[config.mk]
export PLATFORM = sky130hd
export DESIGN_NAME = carwash_timer_unit
export DESIGN_NICKNAME = d
export VERILOG_FILES = /design/src/rtl/carwash_pkg.sv /design/src/rtl/carwash_timer.sv /design/src/rtl/carwash_timer_unit.sv
export SDC_FILE = /design/constraint.sdc
export NUM_CORES = 1
export LEC_CHECK = 0
export CAP_MARGIN = 20
export CORE_MARGIN = 2
export CORE_UTILIZATION = 67
export CTS_CLUSTER_SIZE = 20
export DETAILED_ROUTE_END_ITERATION = 16
export PLACE_DENSITY = 0.92
export SKIP_CTS_REPAIR_TIMING = 1
export SLEW_MARGIN = 20
export SYNTH_ARGS = -nofsm -noshare
export SYNTH_HDL_FRONTEND = slang
export SYNTH_SLANG_ARGS = --single-unit
[constraint.sdc]
create_clock -name clk -period 3.85 [get_ports clk]
set_clock_uncertainty 0.2 [all_clocks]
set_input_delay 0.77 -clock clk [delete_from_list [all_inputs] [get_ports clk]]
set_output_delay 0.77 -clock clk [all_outputs]
set_load 0.005 [all_outputs]
[src/rtl/carwash_pkg.sv]
// Shared car wash types and default timing constants.
// Used by the timer unit and the wash controller for T1/T2 naming.
package carwash_pkg;

    typedef enum logic [1:0] {T_IDLE, T_RUN, T_DONE} tmr_state_t;

    localparam int TICK_DIV_DEF = 100;
    localparam int T1_LEN_DEF   = 8;
    localparam int T2_LEN_DEF   = 4;
    localparam int CNT_W_DEF    = 16;

    // Prescaler width, never narrower than one bit.
    function automatic int presc_width(input int div);
        return (div > 1) ? $clog2(div) : 1;
    endfunction

endpackage

[src/rtl/carwash_timer.sv]
// One elapsed-time timer: prescaler plus saturating tick counter, sticky done flag.
// Optional PAUSE input is built in when CARWASH_PAUSE_EN is defined.
module carwash_timer
    import carwash_pkg::*;
#(
    parameter int TICK_DIV = TICK_DIV_DEF,
    parameter int LEN      = T1_LEN_DEF,
    parameter int CNT_W    = CNT_W_DEF
) (
    input  logic clk,
    input  logic CLR_N,
    input  logic clr,
`ifdef CARWASH_PAUSE_EN
    input  logic pause,
`endif
    output logic done
);

    localparam int               PW        = presc_width(TICK_DIV);
    localparam logic [PW-1:0]    PRESC_MAX = PW'(TICK_DIV - 1);
    localparam logic [CNT_W-1:0] LEN_C     = CNT_W'(LEN);

    tmr_state_t       state, state_nxt;
    logic [PW-1:0]    presc, presc_nxt;
    logic [CNT_W-1:0] cnt, cnt_nxt;
    logic             hold;

`ifdef CARWASH_PAUSE_EN
    // Pause only freezes an active run; the IDLE->RUN edge always counts.
    assign hold = pause && (state == T_RUN);
`else
    assign hold = 1'b0;
`endif

    always_ff @(posedge clk or negedge CLR_N) begin
        if (!CLR_N) begin
            state <= T_IDLE;
            presc <= '0;
            cnt   <= '0;
        end else begin
            state <= state_nxt;
            presc <= presc_nxt;
            cnt   <= cnt_nxt;
        end
    end

    always_comb begin
        state_nxt = state;
        presc_nxt = presc;
        cnt_nxt   = cnt;
        if (clr) begin
            state_nxt = T_IDLE;
            presc_nxt = '0;
            cnt_nxt   = '0;
        end else begin
            case (state)
                T_IDLE, T_RUN: begin
                    if (!hold) begin
                        state_nxt = T_RUN;
                        if (presc == PRESC_MAX) begin
                            presc_nxt = '0;
                            cnt_nxt   = cnt + 1'b1;
                            if (cnt_nxt == LEN_C)
                                state_nxt = T_DONE;
                        end else begin
                            presc_nxt = presc + 1'b1;
                        end
                    end
                end
                T_DONE:  state_nxt = T_DONE;
                default: state_nxt = T_IDLE;
            endcase
        end
    end

    // Done decodes the state register, so it never follows clr combinationally.
    always_comb begin
        done = (state == T_DONE);
    end

endmodule

[src/rtl/carwash_timer_unit.sv]
// Timer side of the car wash handshake: two independent timers (spray, rinse).
// Define CARWASH_PAUSE_EN to add the PAUSE input shared by both timers.
module carwash_timer_unit
    import carwash_pkg::*;
#(
    parameter int TICK_DIV = TICK_DIV_DEF,
    parameter int T1_LEN   = T1_LEN_DEF,
    parameter int T2_LEN   = T2_LEN_DEF,
    parameter int CNT_W    = CNT_W_DEF
) (
    input  logic clk,
    input  logic CLR_N,
    input  logic CLRT1,
    input  logic CLRT2,
`ifdef CARWASH_PAUSE_EN
    input  logic PAUSE,
`endif
    output logic T1DONE,
    output logic T2DONE
);

    carwash_timer #(.TICK_DIV(TICK_DIV), .LEN(T1_LEN), .CNT_W(CNT_W)) u_t1 (
        .clk   (clk),
        .CLR_N (CLR_N),
        .clr   (CLRT1),
`ifdef CARWASH_PAUSE_EN
        .pause (PAUSE),
`endif
        .done  (T1DONE)
    );

    carwash_timer #(.TICK_DIV(TICK_DIV), .LEN(T2_LEN), .CNT_W(CNT_W)) u_t2 (
        .clk   (clk),
        .CLR_N (CLR_N),
        .clr   (CLRT2),
`ifdef CARWASH_PAUSE_EN
        .pause (PAUSE),
`endif
        .done  (T2DONE)
    );

endmodule
# --- After elaboration in Yosys (flattened, before gate mapping) ---
# Cells that the tools add are included.
op_classes:
  n_shift: 0
  n_addsub: 4
  n_mux: 20
  eq_ne: 8
  reduce_logical: 10
  bitwise_logic: 0
  div_mod_pow: 0
  mul: 0
  order_cmp: 0
op_table:
  columns: ["cell", "count"]
  rows:
  - ["$mux 16", 6]
  - ["$mux 7", 6]
  - ["$add 16x1->16 const B", 2]
  - ["$eq 16x3->1 const B", 1]
  - ["$eq 16x4->1 const B", 1]
  - ["$add 7x1->7 const B", 2]
  - ["$eq 7x7->1 const B", 2]
  - ["$mux 2", 6]
  - ["$pmux 2 s2", 2]
  - ["$reduce_bool 2->1", 4]
  - ["$eq 2x1->1 const B", 2]
  - ["$eq 2x2->1 const B", 2]
  - ["$logic_not 2->1", 2]
  - ["$reduce_and 2->1", 2]
  - ["$reduce_or 2->1", 2]
word_totals:
  output_inout_bits: 2
  ram_bits: 0
  n_memories: 0
  in_bits: 4
  latchBits: 0
  wordCells: 48
  regBits: 50
  rom_bits: 0

# --- Longest topological paths before layout ---
logic_depth:
  word_depth: 6
  depth_mapped: 7
  depth_no_buf: 6

# --- Cells and area by module ---
# Synthesis repeated with hierarchy kept, for this count alone.
unflattened:
  hier_cells: 322
  hier_area_um2: 2939.1
by_module_without_submodules:
  columns: ["mod", "cells_each", "n_inst", "seq_area_each_um2", "area_per_inst_um2"]
  rows:
  - ["carwash_timer (u_t1)", 158, 1, 625.6, 1470.2]
  - ["carwash_timer (u_t2)", 164, 1, 625.6, 1468.9]

# --- Worst setup path before layout ---
# No wires, ideal clock.
synth_path:
  kind: "register to register"
  startpoint: "reg u_t1.cnt[0]"
  endpoint: "reg u_t1.state[1]"
  path_buffers: 0
  t_required_ns: 3.583
  arrival_time_ns: 1.902
  setup_time_ns: 0.067
  path_stages_with_launch: 7
  synth_period_minus_slack_ns: 2.168
  path_slack_ns: 1.682
  path_cell_list: "dfrtp_1 ha_1 and4_1 and3_2 or3_2 a22oi_1 a41o_1"
synth_between:
  elab_chain_cells: 6
synth_lines:
  columns: ["element", "line_no", "rtl"]
  rows:
  - ["start, declared", "carwash_timer.sv:25", "logic [CNT_W-1:0] cnt, cnt_nxt;"]
  - ["start signal, assigned", "carwash_timer.sv:43", "cnt <= cnt_nxt;"]
  - ["$add 16x1->16", "carwash_timer.sv:62", "cnt_nxt = cnt + 1'b1;"]
  - ["$eq 16x4->1", "carwash_timer.sv:63", "if (cnt_nxt == LEN_C)"]
  - ["$mux 2", "carwash_timer.sv:63", null]
  - ["$mux 2", "carwash_timer.sv:60", "if (presc == PRESC_MAX) begin"]
  - ["$pmux 2 s2", "carwash_timer.sv:56", "case (state)"]
  - ["$mux 2", "carwash_timer.sv:51", "if (clr) begin"]
  - ["named net u_t1.state_nxt[1]", "carwash_timer.sv:23", "tmr_state_t state, state_nxt;"]
  - ["end signal, assigned", "carwash_timer.sv:41", "state <= state_nxt;"]
  - ["end, declared", "carwash_timer.sv:23", null]
# The timed path passes the listed nets, and every way through them passes these cells.
# A chain may end at the register's enable or synchronous reset.

# --- Worst setup path in the final report ---
layout_path:
  startpoint: "reg u_t2.state[1]"
  endpoint: "out T2DONE"
layout_between:
  elab_chain_cells: 1
layout_lines:
  columns: ["element", "line_no", "rtl"]
  rows:
  - ["start, declared", "carwash_timer.sv:23", null]
  - ["start signal, assigned", "carwash_timer.sv:41", null]
  - ["$eq 2x2->1", "carwash_timer.sv:78", "done = (state == T_DONE);"]
  - ["end, declared", "carwash_timer_unit.sv:19", "output logic T2DONE"]
# No other way between the ends.

==> impl_metrics.yaml <==
logic_synthesis:
  async_flop_share_pct: 100.0
  netlist_area_sq_mm: 0.003169
  ys.flop_type: "dfrtp_1"
  syn-num-nets: 357
  synth_top_area_share_pct: 39.48
  syn_inst: 347
  synth_edf_count: 0
  yosysWarnings: 0
  synth-seq-cells: 50
  synth_common_cells: "nor2_1, dfrtp_1, nand2_1, xor2_1, nand3_1"
  yosysSeqAreaShare_pct: 39.48
  syn_area_per_cell_sq_um: 9.133
  yosysMostFrequentCell: "nor2_1"
  synth_top_area_cell: "dfrtp_1"
  ys_types: 62
  ys_top_cells_by_area: "dfrtp_1, xor2_1, nor2_1"
drt:
  postRouteAntennaNets: 0
  wl_per_cell_microns: 15.09
  drtPass1Iterations: 4
  routed_wl_microns: 5931
  drt_iter0_markers: 215
  vias: 2415
  vias_per_cell: 6.145
  drc_errors: 0
setup_path:
  crit_path_end_kind: "output port"
  worstPathCellList: "nor2b_1 > clkdlybuf4s50_1"
  worst-r2r-cell-count: 5
  path_max_fanout: 15
  r2r-start: "u_t2.presc[4]"
  rrSetupSlack_ps: 1230
  crit_path_start_kind: "flop"
  path_delay_family: "flip-flops"
  r2r-end: "u_t2.cnt[14]"
  arrival_ps: 1670
  path_buf_inv: 1
  path_class: "reg -> out"
  crit_path_top_delay_cell: "dfrtp_1"
  crit_path_max_incr_delay_ps: 620
  worst_ep_required_time_ps: 2880
timing:
  rsz0062_at_grt: "false"
  slew_viol_final: 0
  fmax_ghz: 0.3789
  fin_setup_tns_ps: 0
  relSlewSlack_pct: 33.08
  setup_viol: 0
  finalHoldViolations: 0
  worst_slew_pin_slew_ps: 1001
  min_period_over_period_pct: 68.54
  min_period_ps: 2639
die:
  core.rowCount: 25
  die_h_microns: 72.78
  coreArea_sq_mm: 0.004629
  io_pins: 6
  die_w_microns: 72.78
  dieArea_sq_mm: 0.005296
  start_util_pct: 68.46
clock_tree:
  htree_num_levels: 2
  cts_tree: "done"
  cts_buffers: 5
  cts.sinks: 50
  clk_pin_slew_ps: 90
  cts.path.max_buffers: 2
  cts_root_buf: "clkbuf_8"
  clock_latency_ps: 300
final_layout:
  fin_nets: 348
  syn2layout_area_growth_pct: 2.369
  layout.cells.non_filler: 393
  n_antenna_cell: 0
  drive_gt1_share_pct: 10.32
  postLayoutCoreUtil_pct: 70.08
  fill_cells: 332
power_and_ir_drop:
  worst_ir_drop_vdd_v: 0.0002358
  p_per_area_mw_per_mm2: 289.4
  p_leak_nw: 1.384
placement:
  hpwl_microns: 3958
  dp_cells: 385
  routabilityCongestion: 0.8977
  portBuffers: 5
min_path:
  holdCritPathClass: "in -> async"
run:
  drv_cap: 0
grt:
  grt_pass1_wl_microns: 10400
  grt-ovfl-total: 0
  antenna_found_initial: 0
  grtUsageTotal_pct: 24.88
  grt_pass1_vias: 2295
  grt_max_degree: 51
outcome:
  status: "finished clean"
registers in the layout, summed over array words and instances, names as in the netlist:
name        flops
u_t1.state      2
u_t2.presc      7
u_t2.state      2
u_t1.presc      7
u_t1.cnt       16
u_t2.cnt       16
per-stage QoR:
stage / setup WS (ps) / cell area, sq um / hold slack, ps / power (W)
finish: 1211 / 3244 / 274.1 / 0.0009390
global route: 1016 / 3244 / 339.8 / 0.0009668
CTS: 1223 / 3242 / 363.3 / 0.0009443
detailed placement: 1261 / 3136 / 353.0 / 0.0005883
global placement: 1309 / 3136 / 326.3 / 0.0005861
floorplan: 1682 / 3169 / 274.4 / 0.0005720
layout make-up:
| type | count | area, sq um | share of cell area [%] |
|---|---|---|---|
| clock buffer | 7 | 76.32 | 2.352 |
| clock inverter | 1 | 30.03 | 0.9256 |
| inverter | 7 | 26.28 | 0.8099 |
| multi-input combinational | 268 | 1738 | 53.57 |
| sequential | 50 | 1251 | 38.57 |
| tap | 54 | 67.56 | 2.083 |
| timing repair buffer | 6 | 55.05 | 1.697 |
logic make-up (layout without fill, tap and decap cells):
kind of cell    after synthesis  count (layout)  synth area share, %
simple gates                176             176                30.87
mux                           4               4                1.342
fa+ha+maj                     6               6                2.369
flops                        50              50                39.48
buf+inv                      29              21                5.685
compound gates               41              41                8.923
xor+xnor                     41              41                11.33
layer usage:
layer / vias to the layer above / routed length, microns / global-route usage [%]
met1: 1159 / 2720 / 34.97
met2: 52 / 2897 / 39.80
met4: 0 / 67 / 9.053
met5: - / 0 / 0
met3: 8 / 246 / 3.177
li1: 1196 / - / -
where the power goes:
group          switching (W)  internal, W
registers         0.00000594     0.000531
clock network       0.000167     0.000195
logic              0.0000281    0.0000130
worst reg2reg max path, cell delays in order (launching register included):
cell     delay, ps
dfrtp_1        410
or4b_4         580
nor3_2         580
and4_1         360
nand3_1        100
mux2_2         280
worst max-delay path by stage:
| stage | startpoint | endpoint | slack, ps | cells past startpoint |
|---|---|---|---|---|
| 3_3_place_gp | CLRT2 | u_t2.cnt[12] | 1310 | 3 |
| 3_5_place_dp | u_t2.presc[4] | u_t2.cnt[12] | 1260 | 5 |
| 2_1_floorplan | u_t1.cnt[0] | u_t1.state[1] | 1680 | 6 |
| 4_1_cts | u_t2.state[1] | T2DONE | 1220 | 2 |
| 6_report | u_t2.state[1] | T2DONE | 1210 | 2 |
| 5_1_grt | u_t2.presc[4] | u_t2.cnt[14] | 1020 | 5 |
cell usage in the layout, fill, tap and decap left out, drive strengths merged, types with 6 or more instances in the layout:
cell,instances
nor2,51
dfrtp,50
nand2,31
xor2,25
nand3,19
xnor2,16
nand4,16
a21oi,12
or3,10
nor3,9
nor2b,8
inv,7
clkbuf,7
o21ai,6
ha,6
and2,6
and3,6
No activity file was read; power rests on OpenSTA's default activity.
